**config.mk**
```make
export PLATFORM = sky130hd
export DESIGN_NAME = mem_port_arbiter
export DESIGN_NICKNAME = d
export VERILOG_FILES = /design/src/rtl/mem_port_arbiter.sv
export SDC_FILE = /design/constraint.sdc
export NUM_CORES = 1
export LEC_CHECK = 0
export BUFFER_PORTS_ARGS = -buffer_cell sky130_fd_sc_hd__buf_2
export CAP_MARGIN = 20
export CORE_UTILIZATION = 47
export CTS_BUF_LIST = sky130_fd_sc_hd__clkbuf_8
export DETAILED_ROUTE_END_ITERATION = 8
export GPL_ROUTABILITY_DRIVEN = 1
export PLACE_DENSITY = 0.9
export SLEW_MARGIN = 20
export SYNTH_ARGS = -nofsm -noshare
export SYNTH_HDL_FRONTEND = slang
export SYNTH_SLANG_ARGS = --single-unit
export TNS_END_PERCENT = 20
```
**constraint.sdc**
```tcl
create_clock -name clk -period 3.67 [get_ports clk]
set_clock_uncertainty 0.2 [all_clocks]
set_input_delay 0.367 -clock clk [delete_from_list [all_inputs] [get_ports clk]]
set_output_delay 0.367 -clock clk [all_outputs]
set_load 0.1 [all_outputs]
```
**src/rtl/mem_port_arbiter.sv**
```systemverilog
// Round-robin arbiter that shares one single-port, multi-cycle data memory
// between the fetch port (I, read-only) and the memory-access port (D, read/write).
// One access runs at a time: grant in IDLE, WAIT_CYCLES cycles of ACCESS, then a
// one-cycle DONE where the owner's ready pulses.
module mem_port_arbiter #(
  parameter int DATA_LEN         = 32,
  parameter int ADDRESS_LEN      = 32,
  parameter int MEM_ADDRESS_LINE = 64,
  parameter int WAIT_CYCLES      = 4,
  localparam int MAW             = $clog2(MEM_ADDRESS_LINE)
) (
  input  logic                   clk,
  input  logic                   rst,
  input  logic                   i_req,
  input  logic [ADDRESS_LEN-1:0] i_addr,
  output logic [DATA_LEN-1:0]    i_rdata,
  output logic                   i_ready,
  input  logic                   d_req,
  input  logic                   d_we,
  input  logic [ADDRESS_LEN-1:0] d_addr,
  input  logic [DATA_LEN-1:0]    d_wdata,
  output logic [DATA_LEN-1:0]    d_rdata,
  output logic                   d_ready,
  output logic                   mem_en,
  output logic                   mem_we,
  output logic [MAW-1:0]         mem_addr,
  output logic [DATA_LEN-1:0]    mem_wdata,
  input  logic [DATA_LEN-1:0]    mem_rdata,
  output logic                   busy
);

  typedef enum logic [1:0] {
    IDLE   = 2'd0,
    ACCESS = 2'd1,
    DONE   = 2'd2
  } state_t;

  localparam logic PORT_I = 1'b0;
  localparam logic PORT_D = 1'b1;
  localparam logic [3:0] CNT_INIT = 4'(WAIT_CYCLES - 1);

  state_t              state, state_n;
  logic [3:0]          cnt;
  logic                owner;
  logic                last_grant;
  logic                we_q;
  logic [MAW-1:0]      addr_q;
  logic [DATA_LEN-1:0] wdata_q;
  logic                any_req;
  logic                grant_d;

  // D wins when it is alone, or on a tie when I was served last.
  assign any_req = i_req | d_req;
  assign grant_d = d_req & (~i_req | (last_grant == PORT_I));

  // State register.
  always_ff @(posedge clk) begin
    if (rst) state <= IDLE;
    else     state <= state_n;
  end

  // Next-state logic: IDLE -> ACCESS -> DONE -> IDLE.
  always_comb begin
    state_n = state;
    case (state)
      IDLE:    if (any_req) state_n = ACCESS;
      ACCESS:  if (cnt == 4'd0) state_n = DONE;
      DONE:    state_n = IDLE;
      default: state_n = IDLE;
    endcase
  end

  // Control registers: grant bookkeeping, cycle counter and read-data capture.
  always_ff @(posedge clk) begin
    if (rst) begin
      cnt        <= 4'd0;
      owner      <= PORT_I;
      last_grant <= PORT_I;
      we_q       <= 1'b0;
      i_rdata    <= '0;
      d_rdata    <= '0;
    end else begin
      case (state)
        IDLE: begin
          if (any_req) begin
            owner <= grant_d;
            we_q  <= grant_d & d_we;
            cnt   <= CNT_INIT;
          end
        end
        ACCESS: begin
          if (cnt == 4'd0) begin
            if (!we_q) begin
              if (owner == PORT_D) d_rdata <= mem_rdata;
              else                 i_rdata <= mem_rdata;
            end
          end else begin
            cnt <= cnt - 4'd1;
          end
        end
        DONE:    last_grant <= owner;
        default: ;
      endcase
    end
  end

  // Granted address and write data; only observed while ACCESS, so no reset.
  always_ff @(posedge clk) begin
    if (state == IDLE && any_req) begin
      addr_q  <= grant_d ? d_addr[MAW+1:2] : i_addr[MAW+1:2];
      wdata_q <= d_wdata;
    end
  end

  // Memory strobes are gated by ACCESS so every output is quiet outside an access;
  // the write strobe fires only in the first ACCESS cycle (counter still at its load value).
  assign mem_en    = (state == ACCESS);
  assign mem_we    = mem_en & we_q & (cnt == CNT_INIT);
  assign mem_addr  = mem_en ? addr_q : '0;
  assign mem_wdata = mem_en ? wdata_q : '0;
  assign i_ready   = (state == DONE) & (owner == PORT_I);
  assign d_ready   = (state == DONE) & (owner == PORT_D);
  assign busy      = (state != IDLE);

endmodule

```
==> results of run 1 <==
area by class of cell:
cell class              count  area, um^2
diodes                      1        2.50
clock buffers               9         124
clock inverters             7        50.0
fillers                   734        3270
inverters                   4        15.0
multi-input cells         279        1800
flip-flops and latches    111        2600
well taps                 129         161
repair buffers            225        1300
through the flow:
| stage | hold slack (ps) | utilization [%] | cells | cell area [um^2] |
|---|---|---|---|---|
| floorplan | 266 | - | 430 | 4570 |
| global placement | 239 | 59.6 | 716 | 5560 |
| detailed placement | 248 | 59.6 | 716 | 5560 |
| CTS | 9.85 | 64.7 | 763 | 6040 |
| global route | 43.3 | 64.9 | 765 | 6050 |
| finish | 51.5 | 64.9 | 765 | 6050 |
worst max-delay path by stage:
stage | to | slack (ps) | depth (start not counted)
after floorplan | addr_q[0] | 120 | 3
after global placement | addr_q[5] | 1320 | 3
after detailed placement | wdata_q[24] | 1190 | 3
after CTS | d_ready | 920 | 2
after global routing | mem_we | 860 | 5
final | mem_we | 1060 | 5
routing by layer:
layer	GRT usage [%]	vias to the layer above	part of all wire [%]
met5	0	-	0
met4	12.3	0	3.3
met3	3.95	36	5.3
met2	45.5	178	53
met1	28.6	1891	38
li1	-	1909	-
worst max-delay path, cell delays in order, from the launching register on:
cell and delay, ps:
dfxtp_1 400, nor2b_2 150, buf_4 330, nand3_1 130, nor3_1 180, buf_2 470
cell families after synthesis:
group	share of synthesized area, %
compound gates	9.37
fa+ha+maj	0.548
buf+inv	3.89
flops	57.0
mux	8.93
simple gates	20.3
placed cells by master (no fill, tap or decap), drive strengths merged, types with 2 or more instances in the layout:
master	n
clkbuf	9
a21oi	36
nand3	5
o211ai	2
o21ai	34
nor3b	2
nand4b	32
nand2	65
dlygate4sd3	32
nor3	2
a211o	2
mux2	6
inv	9
ha	2
edfxtp	38
dfxtp	73
nor2	6
and2	38
and3	2
buf	193
mux2i	34
cell usage after synthesis (2+ instances only):
cell | n | area, um^2
dfxtp_1 | 73 | 1460
nand2_1 | 65 | 244
and2_1 | 38 | 238
edfxtp_1 | 38 | 1140
a21oi_1 | 36 | 180
mux2i_1 | 34 | 340
nand4b_1 | 32 | 280
o21ai_0 | 30 | 150
clkbuf_1 | 27 | 101
mux2_2 | 6 | 67.6
nor2_1 | 6 | 22.5
buf_2 | 4 | 20.0
inv_1 | 4 | 15.0
nand3_1 | 4 | 20.0
o21ai_1 | 4 | 20.0
buf_6 | 3 | 33.8
a211o_1 | 2 | 17.5
and3_1 | 2 | 12.5
buf_1 | 2 | 7.51
ha_1 | 2 | 25.0
nor3_1 | 2 | 10.0
nor3b_4 | 2 | 37.5
o211ai_1 | 2 | 15.0
power groups by stage:
stage / sequential (W) / clock [W] / combinational [W]
2_1_floorplan: 0.00166 / 0 / 0.000670
3_3_place_gp: 0.00145 / 0 / 0.00106
3_5_place_dp: 0.00145 / 0 / 0.00108
4_1_cts: 0.00143 / 0.000681 / 0.00111
5_1_grt: 0.00144 / 0.000729 / 0.00117
6_report: 0.00143 / 0.000676 / 0.00112
sequential cells by signal, indices dropped and copies added (netlist names):
| register | count |
|---|---|
| cnt | 4 |
| wdata_q | 32 |
| i_rdata | 32 |
| state | 2 |
| we_q | 1 |
| addr_q | 6 |
| owner | 1 |
| d_rdata | 32 |
| last_grant | 1 |
repair_timing:
| item | CTS | global route |
|---|---|---|
| hold endpoints to repair | 31 | 1 |
| hold buffers | 31 | 1 |
| buffers inserted | 0 | 0 |
==> metrics.cfg, run 1 <==
[run_status]
outcome=finished clean

[sta]
hold_viol=0
relSlewSlack_pct=28.5
finalCritPeriodShare_pct=71.1
fin_crit_ps=2610
fin_ws_ps=1060
fmax_mhz=383
slew_violations=0
setup_viol=0
fin_setup_tns_ps=0
rsz0062_at_grt=no
worst_slew_pin_slew_ps=1070

[grt]
antenna_found_initial=1
track_usage_pct=25.0
grt_pass1_wl_mm=19.7
grt_max_degree=68
grt_overflow=0
grt_pass1_vias=4055

[critical_path]
reg2regPathDepth=3
cp_max_fo=47
reg2reg_slack_ps=1150
r2r-end=addr_q[4]
critPathCaptureType=primary output
worstReg2RegStart=state[1]
arrival_ps=2040
worstSetupPathType=register to primary output
startpoint=state[0]
crit_required_ps=3100
startpoint_type=register

[floorplan]
die_x_um=101
initial_core_util_pct=48.9
num_rows=35
die_area_um2=10100
ios=240
core_area_um2=9330
die_h_um=101

[clocking]
clock-sinks=111
clock_path_buffers=2
h-tree-depth=3
cts_tree=yes
cts_buffers=9
worstSkewPairLatency_ps=360
clk_pin_slew_worst_paths_ps=110
cts-root-buf=clkbuf_8
cts_resized=0

[placement]
pre_cts_slack_ps=1190
place.port_buffers=187
gp_congestion=0.837
dp_hpwl_mm=7.87

[logic_synthesis]
synthDistinctLibCells=35
synth-main-ff-cell=dfxtp_1
synth_nets=565
ys_ff_latch=111
ys_async_sr_fraction_pct=0
synth_edf_count=38
avgSynthCellArea_um2=10.6
ys.warnings.count=0
syn-instance-count=430
syn-cell-area_um2=4570
seq_area_frac_synth_pct=57.0

[hold_path]
min_path_type=input port to register
hold_end=d_rdata[18]
hold_depth=3
worstHoldStart=mem_rdata[18]

[routing]
post_drt_wl_per_cell_um=16.7
dr_total_vias=4014
dr.first_iter.drc_count=217
route.final.wire_length_mm=12.8
dr.pass1.iters=5
viasPerCell=5.25
postRouteAntennaNets=0
drc=0

[power]
seqPwrFrac_pct=44.3
p_sw_share_pct=42.5
p_switching_w=0.00137
power.density_nw_per_um2=533
p_comb_share_pct=34.7
intPower_w=0.00185
p_leak_nw=2.75
peakVddDrop_mv=0.335
clockPowerShare_pct=21.0
p_total_w=0.00323

[layout]
fin_nets=765
syn2layout_area_growth_pct=32.6
drive_gt1_share_pct=35.4

[run]
max_cap_violations=0

Note: power is estimated with default switching activity, not from simulation.
==> inputs of run 2 (changes only) <==
- clock period: 3.67 -> 2.5 ns (I/O delays scaled with it)
==> metrics.cfg, run 2 (synthesis gave the netlist of run 1 again) <==
[grt]
grt_pass1_vias=4224  ; was 4055
track_usage_pct=26.5  ; was 25.0%
grt_max_degree=46  ; was 68
grt_overflow=0  ; unchanged
grt_pass1_wl_mm=20.6  ; was 19.7 mm
antenna_found_initial=0  ; was 1

[floorplan]
die_x_um=101  ; unchanged
initial_core_util_pct=48.9  ; unchanged
num_rows=35  ; unchanged
core_area_um2=9330  ; unchanged
die_h_um=101  ; unchanged
ios=240  ; unchanged
die_area_um2=10100  ; unchanged

[run]
max_cap_violations=0  ; unchanged

[clocking]
cts_buffers=9  ; unchanged
clk_pin_slew_worst_paths_ps=110  ; about the same
clock_path_buffers=2  ; unchanged
clock-sinks=111  ; unchanged
cts-root-buf=clkbuf_8  ; unchanged
worstSkewPairLatency_ps=360  ; about the same
cts_resized=0  ; unchanged
cts_tree=yes  ; unchanged
h-tree-depth=3  ; unchanged

[placement]
place.port_buffers=187  ; unchanged
dp_hpwl_mm=8.14  ; was 7.87 mm
gp_congestion=0.823  ; was 0.837

[critical_path]
path_buf_inv=2  ; unchanged
cpMaxStageDelayCell=buf_2  ; unchanged
arrival_ps=1880  ; was 2040 ps
reg2regPathDepth=3  ; unchanged
cp_max_fo=39  ; was 47
worstSetupPathType=register to primary output  ; unchanged
critPathCaptureType=primary output  ; unchanged
max_stage_delay_ps=430  ; was 470 ps
startpoint_type=register  ; unchanged
crit_chain=nor2b_2 > buf_4 > and2_1 > buf_2  ; was nor2b_2 > buf_4 > nand3_1 > nor3_1 > buf_2
crit_required_ps=2050  ; was 3100 ps
reg2reg_slack_ps=290  ; was 1150 ps
worstReg2RegStart=last_grant  ; was state[1]
crit_family=buffers and inverters  ; unchanged
r2r-end=addr_q[2]  ; was addr_q[4]

[sta]
worst_slew_pin_slew_ps=561  ; was 1070 ps
rsz0062_at_grt=no  ; unchanged
slew_violations=0  ; unchanged
finalCritPeriodShare_pct=93.4
fin_crit_ps=2330
relSlewSlack_pct=62.6  ; was 28.5%
hold_viol=0  ; unchanged
fmax_mhz=428
setup_viol=0  ; unchanged

[run_status]
outcome=finished clean  ; unchanged

[hold_path]
worstHoldStart=d_req  ; was mem_rdata[18]
min_path_type=input port to register  ; unchanged
hold_depth=4  ; was 3
hold_end=we_q  ; was d_rdata[18]

[layout]
num-fill-cells=667  ; was 734
reg_top3=d_rdata: 32 flops, i_rdata: 32 flops, wdata_q: 32 flops  ; unchanged
syn2layout_area_growth_pct=44.7  ; was 32.6%
drive_gt1_share_pct=33.6  ; was 35.4%
fin_nets=817  ; was 765
regArea_um2=2600  ; about the same
fin_util_pct=70.8  ; was 64.9%
layout_common_cells=buf_2 (186), dlygate4sd3_1 (77), dfxtp_1 (73)  ; was buf_2 (187), dfxtp_1 (72), nand2_1 (65)
insertedDiodeCount=0  ; was 1
multi_input_area_um2=1800  ; about the same
layout_commonest_cell=buf_2  ; unchanged

[routing]
post_drt_wl_per_cell_um=16.6  ; was 16.7 um
viasPerCell=5.26  ; was 5.25
dr.first_iter.drc_count=259  ; was 217
drc=0  ; unchanged
route.final.wire_length_mm=13.6  ; was 12.8 mm
postRouteAntennaNets=0  ; unchanged
dr.pass1.iters=4  ; was 5
dr_total_vias=4291  ; was 4014

[power]
p_leak_nw=2.98  ; was 2.75 nW
peakVddDrop_mv=0.346  ; was 0.335 mV
p_total_w=0.00485  ; was 0.00323 W
power.density_nw_per_um2=734  ; was 533 nW/um^2

[run 2: cell types whose count changed in the layout (fill, tap and decap cells not counted), sizes merged]
cell / previous run / this run
buf: 193 / 200
clkbuf: 9 / 10
dlygate4sd3: 32 / 77
inv: 9 / 6
clkinv: 1 / 3
diode: 1 / 0
[run 2: worst min-delay path, cell delays in order]
cell	delay [ps]
buf_2	90
nor2_1	90
o21ai_0	150
a21oi_1	60
[run 2: what timing repair did]
| item | CTS | global route |
|---|---|---|
| setup buffers | 0 | 0 |
| hold endpoints to repair | 103 | 0 |
| hold buffers | 77 | 0 |
[run 2: final cells by class]
| class | count | area share [%] |
|---|---|---|
| Tap cell | 129 | 2.44 |
| Clock inverter | 6 | 0.663 |
| Timing Repair Buffer | 277 | 27.9 |
| Clock buffer | 10 | 2.08 |
| Inverter | 4 | 0.227 |
| Multi-Input combinational cell | 279 | 27.3 |
| Sequential cell | 111 | 39.4 |
[run 2: worst max-delay path by stage]
stage	cells past startpoint	slack [ps]	end	start
after floorplan	4	-30	mem_we	state[0]
after global placement	4	600	addr_q[5]	state[1]
after detailed placement	3	520	d_rdata[25]	owner
after CTS	4	170	mem_addr[0]	state[0]
after global routing	4	30	mem_wdata[6]	state[0]
final	4	170	mem_wdata[6]	state[0]
[run 2: per-layer routing]
metal | GRT usage [%] | vias to the layer above | wire length [um]
met4 | 14.6 | 0 | 544
met5 | 0 | - | 0
li1 | - | 2018 | -
met1 | 30.3 | 2044 | 5270
met2 | 47.6 | 179 | 7190
met3 | 3.68 | 50 | 545
[run 2: power by group]
group,total (W),internal (W),switching [W]
combinational,0.00175,0.000409,0.00134
sequential,0.00209,0.00202,0.0000639
clock,0.00101,0.000397,0.000612
total,0.00485,0.00283,0.00202
[run 2: stage by stage]
step / TNS (ps) / instances / worst slack, ps / hold WS, ps / instance area [um^2]
after global routing: 0 / 816 / 26.0 / 159 / 6610
after detailed placement: 0 / 723 / 521 / 228 / 5650
final: 0 / 816 / 165 / 153 / 6610
after floorplan: -89.7 / 430 / -26.2 / 149 / 4580
after global placement: 0 / 723 / 603 / 227 / 5650
after CTS: 0 / 816 / 168 / 126 / 6610
==> inputs of run 3 (changes only) <==
- CAP_MARGIN: 20 -> 0
- CELL_PAD_IN_SITES_DETAIL_PLACEMENT: unset -> 0
- CELL_PAD_IN_SITES_GLOBAL_PLACEMENT: unset -> 1
- CORE_UTILIZATION: 47 -> 34
- MAX_ROUTING_LAYER: unset -> met4
- PLACE_DENSITY: 0.9 -> 0.89
==> metrics.cfg, run 3 (synthesis gave the netlist of run 1 again) <==
[hold_path]
min_path_type=input port to register  ; unchanged

[grt]
track_usage_pct=19.7  ; was 26.5%
busiest_layer=met2  ; unchanged
grt_pass1_vias=4255  ; was 4224
gr-usage-met1_pct=23.2  ; was 30.3%
grt_pass1_wl_mm=21.2  ; was 20.6 mm
grt_util_met3_pct=3.97  ; was 3.68%
grt_use_met2_pct=32.8  ; was 47.6%
grt_overflow=0  ; unchanged
antenna_found_initial=0  ; unchanged
grt_max_degree=41  ; was 46

[floorplan]
ios=240  ; unchanged
die_h_um=118  ; was 101 um
initial_core_util_pct=35.5  ; was 48.9%
die_area_um2=13900  ; was 10100 um^2
num_rows=41  ; was 35
core_area_um2=12900  ; was 9330 um^2
die_x_um=118  ; was 101 um

[layout]
insertedDiodeCount=0  ; unchanged
drive_gt1_share_pct=34.2  ; was 33.6%
layout_commonest_cell=buf_2  ; unchanged
reg_top3=d_rdata: 32 flops, i_rdata: 32 flops, wdata_q: 32 flops  ; unchanged
layout_common_cells=buf_2 (186), dlygate4sd3_1 (77), dfxtp_1 (73)  ; unchanged
stdcell_area_um2=6690  ; was 6610 um^2
syn2layout_area_growth_pct=46.6  ; was 44.7%
fin_nets=820  ; was 817

[critical_path]
critPathCaptureType=primary output  ; unchanged
cp_max_fo=14  ; was 39
arrival_ps=1820  ; was 1880 ps
worstSetupPathType=register to primary output  ; unchanged
startpoint_type=register  ; unchanged
crit_required_ps=2050  ; about the same

[sta]
relSlewSlack_pct=65.4  ; was 62.6%
finalCritPeriodShare_pct=90.8  ; was 93.4%
rsz0062_at_grt=no  ; unchanged
fmax_mhz=440  ; was 428 MHz
fin_setup_tns_ps=0  ; unchanged
hold_viol=0  ; unchanged
worst_slew_pin_slew_ps=518  ; was 561 ps
setup_viol=0  ; unchanged
fin_crit_ps=2270  ; was 2330 ps
slew_violations=0  ; unchanged
hold_ws_ps=97.6  ; was 153 ps
fin_ws_ps=229  ; was 165 ps

[routing]
drc=0  ; unchanged
post_drt_wl_per_cell_um=15.0  ; was 16.6 um
route.final.wire_length_mm=13.0  ; was 13.6 mm
postRouteAntennaNets=0  ; unchanged
viasPerCell=4.85  ; was 5.26
dr.pass1.iters=4  ; unchanged
dr_total_vias=4185  ; was 4291
dr.first_iter.drc_count=227  ; was 259

[power]
peakVddDrop_mv=0.336  ; was 0.346 mV
p_leak_nw=3.01  ; was 2.98 nW
power.density_nw_per_um2=748  ; was 734 nW/um^2
p_total_w=0.00501  ; was 0.00485 W

[clocking]
cts_buffers=9  ; unchanged
clock_path_buffers=2  ; unchanged
cts-root-buf=clkbuf_8  ; unchanged
cts_tree=yes  ; unchanged
cts_post_setup_buffers_inserted=0  ; unchanged
h-tree-depth=3  ; unchanged
worstSkewPairLatency_ps=380  ; was 360 ps
clock-sinks=111  ; unchanged
clk_pin_slew_worst_paths_ps=100  ; was 110 ps

[placement]
gp_congestion=0.811  ; was 0.823
place_area_um2=5700  ; was 5650 um^2
dp_hpwl_mm=8.64  ; was 8.14 mm
pre_cts_slack_ps=374  ; was 521 ps
place.port_buffers=187  ; unchanged

[run_status]
outcome=finished clean  ; unchanged

[run]
max_cap_violations=0  ; unchanged

==> run 3: cell types whose count changed in the layout (fill, tap and decap cells not counted) <==
cell	change
buf_12	-2
buf_4	+5
bufinv_16	+2
clkbuf_8	-1
clkinv_1	-2
clkinv_2	+2
clkinv_4	-1
clkinvlp_4	-1
inv_4	+1
inv_6	+1
inv_8	-1
==> run 3: critical path, cell delays in order, from the launching register on <==
cell and delay, ps:
dfxtp_1 400, nor2b_2 180, buf_4 200, nand3_1 110
nor3_2 100, buf_2 450
==> run 3: path summary, 6_finish.rpt <==
path | start | endpoint | slack [ps] | depth (start not counted)
worst max-delay path | state[0] | mem_we | 230 | 5
worst min-delay path | i_req | owner | 100 | 4
worst max register to register | last_grant | addr_q[0] | 370 | 3
worst min register to register | d_rdata[4] | d_rdata[4] | 260 | 2
==> run 3: metal layers <==
layer	part of all wire, %	routed length [um]	vias to the layer above
li1	-	-	2018
met1	43	5530	2006
met2	50	6470	140
met3	5.2	671	21
met4	2.2	291	0
met5	0	0	-
==> run 3: cell type report <==
cell class	count	area (um^2)
inverter	4	15.0
sequential	111	2600
timing repair buffer	280	1840
multi-input combinational	279	1800
clock inverter	7	93.8
clock buffer	9	124
fill	1129	6180
tap	172	215
==> run 3: where the power goes <==
| group | switching [W] | internal [W] | total (W) |
|---|---|---|---|
| registers | 0.0000590 | 0.00202 | 0.00208 |
| clock network | 0.000621 | 0.000569 | 0.00119 |
| logic | 0.00133 | 0.000402 | 0.00174 |
| total | 0.00201 | 0.00299 | 0.00501 |
==> run 3: what timing repair did <==
action	CTS	global route
endpoints found under the hold margin	103	0
hold buffers	77	0
gates resized for setup	0	0
==> run 3: per-stage QoR <==
| step | utilization [%] | instances |
|---|---|---|
| finish | 52.0 | 862 |
| CTS | 52.0 | 862 |
| detailed placement | 44.3 | 769 |
| global placement | 44.3 | 769 |
| floorplan | - | 430 |
| global route | 52.0 | 862 |
